<file path="src/rtl/mips32_pkg.sv">
// rtl/mips32_pkg.sv - shared types and constants for the MIPS32 program loader
package mips32_pkg;

    localparam int INSTR_W = 32;
    localparam logic [5:0] HLT_OPCODE = 6'h3f;

    typedef enum logic [2:0] {
        IDLE,
        CNT_HI,
        CNT_LO,
        DATA,
        WRITE,
        START,
        DONE,
        ERR
    } loader_state_e;

    // A program header is usable when it names at least one word and fits memory.
    function automatic logic header_ok(input logic [15:0] n, input int max_words);
        return (n != 16'd0) && (int'(n) <= max_words);
    endfunction

endpackage

</file>
<file path="src/rtl/mips32_word_assembler.sv">
// rtl/mips32_word_assembler.sv - big-endian byte-to-word shift register with byte counter
module mips32_word_assembler
    import mips32_pkg::*;
(
    input  logic               clk1,
    input  logic               rst,
    input  logic               clear_i,
    input  logic               shift_i,
    input  logic [7:0]         byte_i,
    output logic [INSTR_W-1:0] next_word_o,
    output logic               word_ready_o
);

    logic [INSTR_W-1:0] word_q;
    logic [1:0]         cnt_q;

    always_ff @(posedge clk1) begin
        if (rst || clear_i) begin
            word_q <= '0;
            cnt_q  <= 2'd0;
        end else if (shift_i) begin
            word_q <= {word_q[INSTR_W-9:0], byte_i};
            cnt_q  <= cnt_q + 2'd1;
        end
    end

    // The word including the byte being accepted now, so the caller can register it directly.
    assign next_word_o  = {word_q[INSTR_W-9:0], byte_i};
    assign word_ready_o = shift_i && (cnt_q == 2'd3);

endmodule

</file>
<file path="src/rtl/mips32_prog_loader.sv">
// rtl/mips32_prog_loader.sv - streams a length-prefixed program into instruction memory, then starts the core
module mips32_prog_loader
    import mips32_pkg::*;
#(
    parameter int ADDR_W    = 10,
    parameter int MAX_WORDS = 1024
) (
    input  logic               clk1,
    input  logic               rst,
    input  logic               go,
    input  logic               byte_valid,
    input  logic [7:0]         byte_data,
    output logic               byte_ready,
    output logic               imem_we,
    output logic [ADDR_W-1:0]  imem_addr,
    output logic [INSTR_W-1:0] imem_wdata,
    output logic               cpu_hold,
    output logic               cpu_start,
    output logic               done,
    output logic               err
);

    loader_state_e      state_q;
    logic [15:0]        n_q;
    logic [ADDR_W-1:0]  index_q;
    logic               byte_ready_q;
    logic               imem_we_q;
    logic [ADDR_W-1:0]  imem_addr_q;
    logic [INSTR_W-1:0] imem_wdata_q;
    logic               cpu_hold_q;
    logic               cpu_start_q;
    logic               done_q;
    logic               err_q;

    logic               accept_d;
    logic [15:0]        n_full_d;
    logic               last_word_d;
    logic               asm_clear_d;
    logic [INSTR_W-1:0] asm_word;
    logic               asm_word_ready;

    always_comb begin
        accept_d    = byte_valid && byte_ready_q;
        n_full_d    = {n_q[15:8], byte_data};
        last_word_d = (16'(index_q) == (n_q - 16'd1));
        asm_clear_d = (state_q == CNT_LO) && accept_d;
    end

    mips32_word_assembler u_asm (
        .clk1         (clk1),
        .rst          (rst),
        .clear_i      (asm_clear_d),
        .shift_i      (accept_d && (state_q == DATA)),
        .byte_i       (byte_data),
        .next_word_o  (asm_word),
        .word_ready_o (asm_word_ready)
    );

    always_ff @(posedge clk1) begin
        if (rst) begin
            state_q      <= IDLE;
            n_q          <= 16'd0;
            index_q      <= '0;
            byte_ready_q <= 1'b0;
            imem_we_q    <= 1'b0;
            imem_addr_q  <= '0;
            imem_wdata_q <= '0;
            cpu_hold_q   <= 1'b0;
            cpu_start_q  <= 1'b0;
            done_q       <= 1'b0;
            err_q        <= 1'b0;
        end else begin
            case (state_q)
                IDLE, DONE, ERR: begin
                    if (go) begin
                        cpu_hold_q   <= 1'b1;
                        done_q       <= 1'b0;
                        err_q        <= 1'b0;
                        byte_ready_q <= 1'b1;
                        state_q      <= CNT_HI;
                    end
                end
                CNT_HI: begin
                    if (accept_d) begin
                        n_q[15:8] <= byte_data;
                        state_q   <= CNT_LO;
                    end
                end
                CNT_LO: begin
                    if (accept_d) begin
                        n_q[7:0] <= byte_data;
                        if (header_ok(n_full_d, MAX_WORDS)) begin
                            index_q <= '0;
                            state_q <= DATA;
                        end else begin
                            byte_ready_q <= 1'b0;
                            err_q        <= 1'b1;
                            state_q      <= ERR;
                        end
                    end
                end
                DATA: begin
                    // Register the write on the same edge that takes the fourth byte.
                    if (asm_word_ready) begin
                        byte_ready_q <= 1'b0;
                        imem_we_q    <= 1'b1;
                        imem_addr_q  <= index_q;
                        imem_wdata_q <= asm_word;
                        state_q      <= WRITE;
                    end
                end
                WRITE: begin
                    imem_we_q <= 1'b0;
                    if (last_word_d) begin
                        cpu_start_q <= 1'b1;
                        state_q     <= START;
                    end else begin
                        index_q      <= index_q + ADDR_W'(1);
                        byte_ready_q <= 1'b1;
                        state_q      <= DATA;
                    end
                end
                START: begin
                    cpu_start_q <= 1'b0;
                    cpu_hold_q  <= 1'b0;
                    done_q      <= 1'b1;
                    state_q     <= DONE;
                end
                default: state_q <= IDLE;
            endcase
        end
    end

    assign byte_ready = byte_ready_q;
    assign imem_we    = imem_we_q;
    assign imem_addr  = imem_addr_q;
    assign imem_wdata = imem_wdata_q;
    assign cpu_hold   = cpu_hold_q;
    assign cpu_start  = cpu_start_q;
    assign done       = done_q;
    assign err        = err_q;

endmodule

</file>
<file path="config.mk">
export PLATFORM = sky130hd
export DESIGN_NAME = mips32_prog_loader
export DESIGN_NICKNAME = d
export VERILOG_FILES = /design/src/rtl/mips32_pkg.sv /design/src/rtl/mips32_word_assembler.sv /design/src/rtl/mips32_prog_loader.sv
export SDC_FILE = /design/constraint.sdc
export NUM_CORES = 1
export LEC_CHECK = 0
export ABC_AREA = 1
export CORE_MARGIN = 1.5
export CORE_UTILIZATION = 58
export CTS_BUF_LIST = sky130_fd_sc_hd__clkbuf_2
export DETAILED_ROUTE_END_ITERATION = 7
export GPL_TIMING_DRIVEN = 0
export MAX_ROUTING_LAYER = met4
export PLACE_DENSITY_LB_ADDON = 0.25
export SETUP_SLACK_MARGIN = 0.3
export SLEW_MARGIN = 30
export SYNTH_ARGS = -nofsm -noshare
export SYNTH_HDL_FRONTEND = slang
export SYNTH_SLANG_ARGS = --single-unit
</file>
<file path="constraint.sdc">
create_clock -name clk1 -period 2.5 [get_ports clk1]
set_input_delay 0.375 -clock clk1 [delete_from_list [all_inputs] [get_ports clk1]]
set_output_delay 0.375 -clock clk1 [all_outputs]
set_load 0.05 [all_outputs]
</file>
==> metrics.yaml <==
drc: 0
drtPass1Iterations: 6
die_h_um: 95.3
drt-total-wl_um: 13900
grt_pass1_wl_um: 22000
fin_crit_sh_pct: 86.9
grt_setup_unrepaired: "false"
yosysTopAreaCell: "dfxtp_1"
setup_viol_count_final: 0
leakage_nw: 2.91
chipWidth_um: 95.3
synth.most_common_cell: "nand2_1"
drtIter0Drc: 442
total_power_mw: 3.41
slew_headroom_pct: 60.8
fillCellCount: 669
drive_gt1_share_pct: 10.7
rrSetupSlack_ps: 390
cp.required_ps: 2120
cp_max_fo: 2
synth_fp_nets: 735
hold_viol: 0
synthArstFlopShare_pct: 0
grt_use_total_pct: 32.4
antenna_found_initial: 0
max_stage_delay_ps: 800
clk_path_buf_depth: 2
path_buf_inv: 1
yosysSeqAreaShare_pct: 41.8
initial_core_util_pct: 60.1
gp_congestion: 0.917
tritoncts: "yes"
criticalPathCategory: "reg -> out"
final_net_count: 813
worstHoldPathType: "in -> reg"
num_antenna_cells: 0
crit_chain: "clkdlybuf4s50_1"
ant_nets: 0
pwr-share-seq_pct: 51.3
synth.avg_cell_area_um2: 6.87
r2r-end: "index_q[3]"
overflow: 0
cp_top_family: "buffers and inverters"
place_ws_ps: -181
grt_pass1_vias: 4624
p_sw_share_pct: 36.9
insertion_delay_ps: 600
synthFlopType: "dfxtp_1"
wire_per_inst_um: 15.3
netlist_area_um2: 4940
tightest_slew_ps: 588
cts_root_buf: "clkbuf_2"
critPathSlowestCell: "clkdlybuf4s50_1"
r2r_start: "n_q[0]"
synth_common_cells: "203 x nand2_1, 103 x a21oi_1, 103 x dfxtp_1, 80 x nand3_1, 60 x nor2_1"
row_count: 33
clock_sinks: 103
cts.clk_slew.worst_paths_ps: 290
area_growth_pct: 21.9
grt_max_degree: 20
port_buffers: 58
p_int_mw: 2.15
reg2reg_depth: 14
end_kind: "output pin"
via_per_inst: 5.51
fmax_mhz: 460
cts_buffers: 9
p_per_area_nw_per_um2: 566
pwr-share-clk_pct: 23.0
fin_crit_ps: 2170
synth_edf_count: 0
synth.distinct_cells: 33
cts_hold_buf: 0
vias: 4998
run_status: "finished, final reports clean"
crit_end: "imem_wdata[19]"
final_max_slew_viol_count: 0
fin_ws_ps: 328
core_area_um2: 8220
arrival_ps: 1800
ys_ff_latch: 103
worstSetupStartpointType: "register"
pwr-share-comb_pct: 25.8
power_switching_mw: 1.26
skew_ps: 31.6
netlist_top_cells_area: "dfxtp_1 42%, nand2_1 15%, a21oi_1 10%"
netlist.area_leader.share_pct: 41.8
drv_cap: 0
crit_path_start: "imem_wdata[19]"
worstSetupPathDepth: 1
dieArea_um2: 9080
setup_tns_ps: 0
synthCells: 719
h-tree-depth: 3
ir_drop_v: 0.000381
ys_warn_count: 0
hpwlAfterDp_um: 10500
pin_count: 60
## through the flow
step | std cells | instance area, um^2 | hold slack (ps) | util (%)
2_1_floorplan | 719 | 4940 | 442 | -
3_5_place_dp | 882 | 5650 | 455 | 68.8
6_report | 907 | 6020 | 298 | 73.3
4_1_cts | 898 | 5760 | 314 | 70.1
5_1_grt | 907 | 6020 | 327 | 73.3
3_3_place_gp | 882 | 5650 | 449 | 68.8
## final cells by class
| class | instances | area (um^2) | area share, % |
|---|---|---|---|
| Clock buffer | 10 | 50.0 | 0.831 |
| Clock inverter | 6 | 62.6 | 1.04 |
| Sequential cell | 103 | 2070 | 34.4 |
| Multi-Input combinational cell | 527 | 2640 | 43.8 |
| Timing Repair Buffer | 66 | 714 | 11.9 |
| Buffer | 32 | 135 | 2.24 |
| Inverter | 58 | 220 | 3.66 |
| Tap cell | 105 | 131 | 2.18 |
## cells in the final DEF (no fill, tap or decap), types with 7 or more instances in the layout
cell type        synthesis  final
clkbuf_1                27     27
nand3_1                 80     75
dfxtp_1                103     96
a21oi_1                103    101
o21ai_0                 21     21
clkbuf_2                 0     10
dlygate4sd2_1            0     15
buf_4                    0      7
nand2_1                203    201
nand2_2                  6      8
xor2_1                   9      9
inv_1                   54     53
nor2_4                   6      9
nor2_1                  60     51
nor2_2                   7     13
clkdlybuf4s50_1          0     13
dlymetal6s2s_1           0     30
## worst min path at each step
stage / to / slack (ps) / startpoint / depth (start not counted)
floorplan: u_asm.word_q[16] / 440 / u_asm.word_q[16] / 2
global placement: imem_wdata[16] / 450 / imem_wdata[16] / 2
detailed placement: imem_wdata[11] / 460 / imem_wdata[11] / 2
CTS: u_asm.word_q[1] / 310 / rst / 4
global route: u_asm.word_q[0] / 330 / rst / 4
finish: u_asm.word_q[0] / 300 / rst / 4
## state kept, by name, summed over array words and instances, names as in the netlist
signal / cells
done: 1
imem_we: 1
imem_wdata: 32
n_q: 16
err: 1
state_q: 3
imem_addr: 10
cpu_start: 1
index_q: 10
cpu_hold: 1
u_asm.cnt_q: 2
u_asm.word_q: 24
byte_ready: 1
## kinds of logic (layout without fill, tap and decap cells)
group | Yosys count | in the layout | synth area share [%]
simple gates | 381 | 381 | 34.3
compound gates | 131 | 132 | 13.8
flops | 103 | 103 | 41.8
buf+inv | 90 | 172 | 7.07
xor+xnor | 10 | 10 | 2.05
fa+ha+maj | 4 | 4 | 1.01
## tightest hold or removal path: stages
cell and delay [ps]:
clkbuf_1 240, nor2_1 120, o21ai_0 90, a21oi_1 40
## routing by layer
metal  GRT usage (%)  routed length, um  up-vias
met5               -                  0        -
met4            10.3                390        0
met3            3.03                621       35
met2            55.7               7000      164
met1            40.0               5880     2305
li1                -                  -     2494
## power by group through the flow
stage / combinational, mW / sequential [mW] / clock [mW]
after floorplan: 0.586 / 1.80 / 0
after global placement: 0.802 / 1.78 / 0
after detailed placement: 0.818 / 1.77 / 0
after CTS: 0.813 / 1.75 / 0.778
after global routing: 0.987 / 1.76 / 0.835
final: 0.879 / 1.75 / 0.783
## what timing repair did
| action | CTS | global route |
|---|---|---|
| pin swaps | 0 | 14 |
| setup buffers | 0 | 7 |
| gates resized for setup | 18 | 62 |
| cloned | 0 | 2 |
| setup endpoints to repair | 27 | 74 |
Note: power is estimated with default switching activity, not from simulation.
